## src/rtl/sys_bus_pkg.sv

```systemverilog
// rtl/sys_bus_pkg.sv - shared types and helpers for the system bus arbiter
//
// Contents:
//   arb_state_e  arbiter FSM states (IDLE, OWN, RELEASE)
//   MAX_MASTERS  largest number of masters the arbiter is built for
//   cnt_width()  width of the ownership counter for a given watchdog limit
package sys_bus_pkg;

    typedef enum logic [1:0] {
        IDLE    = 2'd0,
        OWN     = 2'd1,
        RELEASE = 2'd2
    } arb_state_e;

    localparam int MAX_MASTERS = 8;

    // A disabled watchdog (timeout 0) still gets a 1-bit counter so the
    // counter register never collapses to zero width.
    function automatic int cnt_width(input int timeout);
        return (timeout > 0) ? $clog2(timeout + 1) : 1;
    endfunction

endpackage

```

## src/rtl/rr_pick.sv

```systemverilog
// rtl/rr_pick.sv - combinational round-robin picker
//
// Ports:
//   req    in   N   candidate request vector (already masked by the caller)
//   start  in   W   index of the previous winner; search begins at start+1
//   valid  out  1   at least one candidate present
//   win    out  W   index of the first candidate found, wrapping past N-1 to 0
module rr_pick
    import sys_bus_pkg::*;
#(
    parameter int N = 2,
    parameter int W = (N > 1) ? $clog2(N) : 1
) (
    input  logic [N-1:0] req,
    input  logic [W-1:0] start,
    output logic         valid,
    output logic [W-1:0] win
);

    // The search never spans more slots than the arbiter is built for.
    localparam int LOOP_N = (N < MAX_MASTERS) ? N : MAX_MASTERS;

    logic [W-1:0] idx;

    // Walk the candidates from the farthest offset to the nearest one; the
    // last hit written is the nearest to start+1, which is the round-robin
    // winner. This avoids a separate "found" flag in the loop.
    always_comb begin
        valid = 1'b0;
        win   = '0;
        idx   = '0;
        for (int off = LOOP_N; off >= 1; off--) begin
            idx = W'((int'(start) + off) % N);
            if (req[idx]) begin
                valid = 1'b1;
                win   = idx;
            end
        end
    end

endmodule

```

## src/rtl/bus_arbiter.sv

```systemverilog
// rtl/bus_arbiter.sv - round-robin system bus arbiter with ownership watchdog
//
// Shares the single system bus among NUM_MASTERS masters. One master owns the
// bus at a time and keeps it until it drops its request or the watchdog fires.
//
// Ports:
//   clk          in   1            system clock, rising edge
//   rst          in   1            synchronous reset, active-high
//   req          in   NUM_MASTERS  per-master bus request, held for a transaction
//   grant        out  NUM_MASTERS  one-hot grant, registered
//   msel         out  MSEL_W       index of the granted master (bus mux select)
//   bus_busy     out  1            high while any grant is asserted
//   timeout_err  out  1            one-cycle pulse when the watchdog revokes a grant
module bus_arbiter
    import sys_bus_pkg::*;
#(
    parameter  int NUM_MASTERS = 2,
    parameter  int TIMEOUT     = 256,
    localparam int MSEL_W      = $clog2(NUM_MASTERS)
) (
    input  logic                   clk,
    input  logic                   rst,
    input  logic [NUM_MASTERS-1:0] req,
    output logic [NUM_MASTERS-1:0] grant,
    output logic [MSEL_W-1:0]      msel,
    output logic                   bus_busy,
    output logic                   timeout_err
);

    localparam int CNT_W = cnt_width(TIMEOUT);

    // Saturation value and the count at which the watchdog trips. The counter
    // is zero on the first owned cycle, so tripping at TIMEOUT-1 revokes the
    // grant after exactly TIMEOUT owned cycles.
    localparam logic [CNT_W-1:0] CNT_MAX  = CNT_W'(TIMEOUT);
    localparam logic [CNT_W-1:0] CNT_LAST = (TIMEOUT > 0) ? CNT_W'(TIMEOUT - 1) : '0;

    arb_state_e             state, state_d;
    logic [NUM_MASTERS-1:0] grant_d;
    logic [MSEL_W-1:0]      msel_d;
    logic [MSEL_W-1:0]      rr_ptr, rr_ptr_d;
    logic [CNT_W-1:0]       cnt, cnt_d;
    logic [NUM_MASTERS-1:0] penalty, penalty_d;
    logic                   timeout_err_d;

    logic [NUM_MASTERS-1:0] avail;
    logic                   pick_valid;
    logic [MSEL_W-1:0]      pick_win;
    logic                   owner_req;
    logic                   timeout_hit;

    // Masters that were cut off by the watchdog sit out until they drop req.
    assign avail = req & ~penalty;

    rr_pick #(
        .N (NUM_MASTERS),
        .W (MSEL_W)
    ) u_pick (
        .req   (avail),
        .start (rr_ptr),
        .valid (pick_valid),
        .win   (pick_win)
    );

    // msel always names the current owner while in OWN.
    assign owner_req   = req[msel];
    assign timeout_hit = (TIMEOUT != 0) && (cnt == CNT_LAST);

    assign bus_busy = |grant;

    always_ff @(posedge clk) begin
        if (rst) begin
            state       <= IDLE;
            grant       <= '0;
            msel        <= '0;
            rr_ptr      <= MSEL_W'(NUM_MASTERS - 1);
            cnt         <= '0;
            penalty     <= '0;
            timeout_err <= 1'b0;
        end else begin
            state       <= state_d;
            grant       <= grant_d;
            msel        <= msel_d;
            rr_ptr      <= rr_ptr_d;
            cnt         <= cnt_d;
            penalty     <= penalty_d;
            timeout_err <= timeout_err_d;
        end
    end

    always_comb begin
        state_d       = state;
        grant_d       = grant;
        msel_d        = msel;
        rr_ptr_d      = rr_ptr;
        cnt_d         = cnt;
        timeout_err_d = 1'b0;
        // A penalty bit clears on any edge where that master is not requesting.
        penalty_d     = penalty & req;

        case (state)
            IDLE: begin
                if (pick_valid) begin
                    state_d           = OWN;
                    grant_d           = '0;
                    grant_d[pick_win] = 1'b1;
                    msel_d            = pick_win;
                    rr_ptr_d          = pick_win;
                    cnt_d             = '0;
                end
            end

            OWN: begin
                if (cnt != CNT_MAX) begin
                    cnt_d = cnt + 1'b1;
                end
                // A voluntary release wins over a watchdog hit in the same
                // cycle: no error and no penalty in that case.
                if (!owner_req) begin
                    state_d = RELEASE;
                    grant_d = '0;
                end else if (timeout_hit) begin
                    state_d         = RELEASE;
                    grant_d         = '0;
                    timeout_err_d   = 1'b1;
                    penalty_d[msel] = 1'b1;
                end
            end

            RELEASE: begin
                // One turnaround cycle with the bus idle before arbitrating.
                state_d = IDLE;
            end

            default: begin
                state_d = IDLE;
                grant_d = '0;
            end
        endcase
    end

endmodule

```

## config.mk

```make
export PLATFORM = sky130hd
export DESIGN_NAME = bus_arbiter
export DESIGN_NICKNAME = d
export VERILOG_FILES = /design/src/rtl/sys_bus_pkg.sv /design/src/rtl/rr_pick.sv /design/src/rtl/bus_arbiter.sv
export SDC_FILE = /design/constraint.sdc
export NUM_CORES = 1
export LEC_CHECK = 0
export CAP_MARGIN = 15
export CELL_PAD_IN_SITES_DETAIL_PLACEMENT = 0
export CELL_PAD_IN_SITES_GLOBAL_PLACEMENT = 1
export CORE_ASPECT_RATIO = 0.8
export CORE_UTILIZATION = 37
export CTS_CLUSTER_DIAMETER = 120
export DETAILED_ROUTE_END_ITERATION = 6
export PLACE_DENSITY_LB_ADDON = 0.1
export SETUP_SLACK_MARGIN = 0.5
export SLEW_MARGIN = 15
export SYNTH_ARGS = -nofsm -noshare
export SYNTH_HDL_FRONTEND = slang
export SYNTH_SLANG_ARGS = --single-unit
```

## constraint.sdc

```tcl
create_clock -name clk -period 1.5 [get_ports clk]
set_input_delay 0.225 -clock clk [delete_from_list [all_inputs] [get_ports clk]]
set_output_delay 0.225 -clock clk [all_outputs]
set_load 0.02 [all_outputs]
```

==> reports/qor.txt <==
pwr/cell area - 795 nW/um2
Net Switching - 0.313 mW
# IOs - 9
area delta synth->final - 54.5%
Final period util - 93.3%
largest fanout on the critical path - 4
first-pass GRT wire length - 3340 um
post-layout min period - 1400 ps
Hold Fails Final Rpt - 0
proportion of synthesized area in mux cells - 2.22%
Post-Synth XOR/XNOR Area - 4.85%
cts hold-fix bufs - 0
Combinational Power Share - 24.8%
Setup-failing EPs final - 0
Initial DRC Count - 18
HP Class - input port to flip-flop
CP Launch Type - flip-flop
vias in the first global route - 718
clock slew at reported path FFs - 110 ps
routability-driven placement congestion ratio - 0.769
CTS Buf Count - 3
compound-gate portion of the synthesized area - 12.5%
Crit path max-delay family - simple AND/OR/NAND/NOR gates
CP peak stage delay - 370 ps
layout cells sized above 1 - 55.3%
CP endpoint kind - flip-flop
sequential cell area fraction in the yosys report - 39.9%
Max Cap Violations - 0
grt ovf - 0
DRT Pass-1 Iters - 7
die area - 2640 um2
Layout fillers - 195
syn avg cell area - 9.02 um2
FF/Latch Area - 390 um2
chip width - 57.2 um
simple logic cell fraction of the synthesized area - 31.5%
Tot GR Track Use - 17.5%
clock latency at the later pin of the worst-skew pair - 300 ps
CTS HTree Levels - 1
area share of fa/ha/maj cells after synthesis - 5.55%
synthesized flop and latch total - 18
Syn Inst Count - 100
Mapped Nets - 108
highest ir drop seen on vdd - 0.525 mV
Sequential Power Share - 47.8%
DRC violations left - 2
post-synth cell types - 35
Slew @ Worst Pin - 332 ps
internal power - 0.796 mW
TritonCTS clock tree - built
combinational family with the most area after synthesis - simple AND/OR/NAND/NOR gates
skew final - 7.41 ps
RSZ-0062 raised after global routing - yes
Net count, final - 141
die span in y - 46.2 um
number of buffers and inverters on the critical path - 0
outcome - finished with violations
vias per std cell - 5.13
initial antenna violation count - 0
WL final - 2140 um
CP max stage cell - dfxtp_4
Final Max Tran Viols - 0
Clock Sinks - 18
clock power share - 27.5%
Worst EP arrival - 1630 ps
root buf cell - clkbuf_4
crit-path cells - and3_4 > nand2_4 > nor2_4 > ha_4 > nor4_4 > nand2_1 > a21oi_1
routed len/inst - 13.6 um
Routed Antenna Nets - 0
Cell Count, Final, Fillers Out - 157
CTS max path bufs - 2
hold slack - 483 ps
failing checks - DRC
std cell rows - 15
area of the multi-input gates - 653 um2
worst path required time - 1730 ps
Final Util - 62.4%
pin count of the biggest net entering global routing - 11
ANT cells - 0
Via Count - 805
Leakage - 0.530 nW
Rel. slew slack - 77.2%
CP Class - flip-flop to flip-flop
f_max - 715 MHz
Post-Place Cells - 140
area of the core - 2230 um2
Power Total - 1.11 mW
dpl hpwl - 1400 um
Mapped Area - 902 um2
PortBufs - 8
YS warnings - 0
Initial Util - 40.4%
sw frac - 28.2%
## power groups by stage
| stage | clock network, mW | logic [mW] | registers (mW) |
|---|---|---|---|
| 5_1_grt | 0.339 | 0.295 | 0.533 |
| 3_3_place_gp | 0 | 0.217 | 0.534 |
| 2_1_floorplan | 0 | 0.125 | 0.539 |
| 4_1_cts | 0.326 | 0.246 | 0.525 |
| 6_report | 0.304 | 0.275 | 0.529 |
| 3_5_place_dp | 0 | 0.216 | 0.535 |
## layout make-up
class,count,area share (%)
multi-input cells,74,46.9
flip-flops and latches,18,28.0
repair buffers,30,18.7
clock buffers,4,2.60
well taps,25,2.24
inverters,6,1.62
## cells in the mapped netlist
| cell type | count | share of area [%] |
|---|---|---|
| a21oi_2 | 1 | 0.97 |
| or3_1 | 4 | 2.8 |
| and3_1 | 1 | 0.69 |
| o21bai_1 | 1 | 0.83 |
| nand3b_1 | 2 | 1.7 |
| nand2b_4 | 2 | 3.1 |
| xnor2_1 | 1 | 0.97 |
| nand4b_1 | 1 | 0.97 |
| o31ai_1 | 2 | 1.7 |
| a2111oi_0 | 1 | 0.97 |
| nand2_1 | 4 | 1.7 |
| nor2b_1 | 4 | 2.8 |
| nand4_1 | 3 | 2.1 |
| xor2_1 | 4 | 3.9 |
| o21ai_0 | 2 | 1.1 |
| a31oi_1 | 2 | 1.4 |
| nor2_1 | 13 | 5.4 |
| nor3b_1 | 3 | 2.5 |
| or2_2 | 1 | 0.69 |
| and2_1 | 1 | 0.69 |
| or2_1 | 1 | 0.69 |
| dfxtp_1 | 18 | 40 |
| o22ai_1 | 1 | 0.69 |
| nand3_1 | 4 | 2.2 |
| inv_1 | 6 | 2.5 |
| ha_1 | 4 | 5.5 |
| buf_2 | 1 | 0.55 |
| mux2i_1 | 2 | 2.2 |
| nor4_1 | 2 | 1.4 |
| a21oi_1 | 3 | 1.7 |
| nand2_4 | 1 | 1.2 |
| and3b_1 | 1 | 0.97 |
| a31oi_4 | 1 | 2.4 |
| a211oi_1 | 1 | 0.83 |
| clkbuf_1 | 1 | 0.42 |
## tightest hold or removal path, delay by kind of cell
kind                   cells  cell delay [ps]
buffers and inverters      2              410
AND/OR/NAND/NOR            1              120
## metrics by stage
step / setup slack (ps) / TNS (ps) / cell area (um2)
after floorplan: 223 / 0 / 956
after global placement: -250 / -2390 / 1120
after detailed placement: -279 / -2730 / 1120
after CTS: 115 / 0 / 1310
after global routing: 13.9 / 0 / 1390
final: 101 / 0 / 1390
## placed cells by master, fill, tap and decap left out, drive strengths merged, types with 2 or more instances in the layout
master	netlist	routed
nor4	2	2
mux2i	2	2
nand3b	2	2
nor3b	3	3
o21ai	2	2
nand3	4	4
nand2b	2	2
clkbuf	1	4
a21oi	4	4
nand4	3	3
inv	6	6
nor2b	4	4
dfxtp	18	18
xor2	4	4
or2	2	2
nand2	5	5
or3	4	4
a31oi	3	3
buf	1	27
nor2	13	13
dlygate4sd2	0	2
ha	4	4
o31ai	2	2
## registers in the layout, indices dropped and copies added (netlist names)
register / cells
state: 2
grant: 2
penalty: 2
cnt: 9
rr_ptr: 1
timeout_err: 1
msel: 1
## layer usage
| metal | GRT usage [%] | up-vias | part of all wire, % | wire, um |
|---|---|---|---|---|
| li1 | - | 418 | - | - |
| met1 | 23.7 | 371 | 53 | 1140 |
| met2 | 26.1 | 12 | 41 | 883 |
| met3 | 5.06 | 4 | 3.7 | 79 |
| met4 | 7.32 | 0 | 1.8 | 38 |
| met5 | 0 | - | 0 | 0 |
## kinds of logic (layout without fill, tap and decap cells)
kind of cell | count (synthesis) | after routing
compound gates | 15 | 15
buf+inv | 8 | 40
mux | 2 | 2
xor+xnor | 5 | 5
simple gates | 48 | 48
flops | 18 | 18
fa+ha+maj | 4 | 4
## what timing repair did
action                     in CTS  in global routing
cloned                          0                  0
setup buffers                  10                  3
setup endpoints to repair      23                 23
pin swaps                      21                 13
resized for setup              53                 15
## path summary, 6_finish.rpt
kind         slack, ps      from    endpoint  cells after the start
max                100    cnt[4]    grant[0]                      7
min                480    req[1]  penalty[1]                      3
max reg2reg        100    cnt[4]    grant[0]                      7
min reg2reg        490  grant[0]    grant[0]                      2
No activity file was read; power rests on OpenSTA's default activity.
==> patch (same flow settings) <==
Reset style: asynchronous (`rst`), changed in one clocked block. Comments in the files are not updated.
--- a/src/rtl/bus_arbiter.sv
+++ b/src/rtl/bus_arbiter.sv
@@ -69,5 +69,5 @@
     assign bus_busy = |grant;
 
-    always_ff @(posedge clk) begin
+    always_ff @(posedge clk or posedge rst) begin
         if (rst) begin
             state       <= IDLE;
Formal check against the unedited RTL: differs if rst is asserted again (counterexample within 4 cycles, from zero or initial values and one cycle with rst high); with rst held inactive, the same outputs for 10 cycles.
==> patch against the unedited design <==
Synthesized area is 1.2% higher; the run ends with DRC, setup timing left; worst setup slack worse by 250 ps; global-route usage is 3.3 points higher; non-clock buffer count is 17 higher; design area is 11% higher; first-iteration DRC count is 50% higher; count of clock-buffer cells in the layout stayed put; sequential cell count stayed put; clock skew is 2.2 ps higher; fmax is 15% lower; wire length is 24% higher.
Power is not compared: it rests on default switching activity, and its combinational part moved more than twofold at a synthesized area within 25%.
==> patch: results (changes against the unedited design) <==
status finished with violations; failing checks DRC, setup timing; Clk pwr share 0.101; via count 887 (+10%); Routed wire per std cell 16.13 um (+18%); first-pass GRT wire length 3974 um (+19%); Post-synth ARST share 1.000 (+1.000); dpl ws -246.6 ps (+32.60 ps); R2R Path Start cnt[1]; largest net degree at the start of global routing 11 (unchanged); dpl hpwl 1607 um (+15%); Clock transition at path regs 110 ps (about the same); final setup TNS -894.0 ps (-894.0 ps); yosys warns 0 (unchanged); Worst Setup Path Type reg -> reg; pwr/cell area just under 2000 mW/mm^2; synth cell count leaders dfrtp_1, nand2_1, a21oi_1, inv_1, nor2_1; Pint about 1.8 mW; Synth Instances 90 (-10%); # setup viols final 15 (+15); Setup WS post-layout -147.5 ps (-248.5 ps); ant diodes 0 (unchanged); placer congestion estimate 0.7978 (+3.7%); Total Routing Usage GR 0.2079 (+0.03321); layout cell share with drive strength beyond 1 0.6115 (+0.05848); crit path DAT 1850 ps (+220 ps); total CTS buffers 3 (unchanged); number of global-route vias before repair 814 (+13%); Worst Skew 9.617 ps (+2.212 ps); worst hold path type in -> async; fin crit share 1.098 (+0.1656); synthesized net count 97 (-10%); top post-synthesis cells by area dfrtp_1, nand2_1, ha_1, a21oi_1, dfstp_2; Remaining DRCs 1 (-1); Critical Path Fanout Max 2 (-2); post-synthesis sequential area ratio 0.4945 (+0.09508); initial antenna violation count 0 (unchanged); Comb pwr share 0.629; nets@finish 147 (+4.3%); Netlist cell types 32 (-8.6%); initial drt markers 27 (+9); max FFs per register 9 (unchanged); slew at the pin with the worst max-slew slack 372.2 ps (+40.39 ps); 1st-pass router iterations 6 (-1)
==> patch: cell count changes in the layout (fill, tap and decap cells not counted), sizes merged, moves of 3 or more <==
cell / delta
buf: +17
xor2: -4
nor2: -8
dfxtp: -18
or3: -4
a21oi: +4
nor3b: -3
o21ai: +3
dfrtp: +17
a22o: +3
nand2: +7
==> patch: critical path, cell delays in order (launching register included) <==
cell and delay [ps]:
dfrtp_1 390, ha_2 200, and3_4 200, nand3_4 80, nor2_2 110, ha_2 190
inv_2 40, nand3_2 70, o21ai_2 70, a22o_1 200
==> patch: layout make-up <==
cell class	count	area [sq um]
Fill cell	164	690.7
Multi-Input combinational cell	64	578.1
Sequential cell	18	451.7
Timing Repair Buffer	47	417.9
Clock buffer	4	36.28
Tap cell	25	31.28
Inverter	6	27.53
==> patch: cells by family after synthesis <==
group           synth area share
simple gates              0.1836
flops                     0.4945
buf+inv                  0.04109
fa+ha+maj                0.04110
compound gates            0.2000
mux                      0.03972
==> patch: per-stage QoR <==
step	instances	cell area [sq um]
4_1_cts	155	1368
3_5_place_dp	142	1177
5_1_grt	164	1543
2_1_floorplan	90	923.4
6_report	164	1543
3_3_place_gp	142	1177
==> patch: routing by layer <==
metal	up-vias	global-route usage	part of all wire
met3	6	0.05899	0.042
li1	421	-	-
met2	23	0.3116	0.46
met4	0	0.02927	0.019
met1	437	0.3047	0.48
met5	-	0	0
==> patch: final timing paths <==
path	slack, ps	end	cells past startpoint
setup / recovery	-150	grant[1]	9
hold / removal	160	msel	2
setup reg to reg	-150	grant[1]	9
hold reg to reg	500	rr_ptr	2
max in group asynchronous	930	state[0]	3
min in group clk	340	penalty[1]	2
==> patch: repair_timing <==
item                       CTS  global route
gates resized for setup     52            27
buffers inserted             9             9
pin swaps                   15            11
setup endpoints to repair   23            23
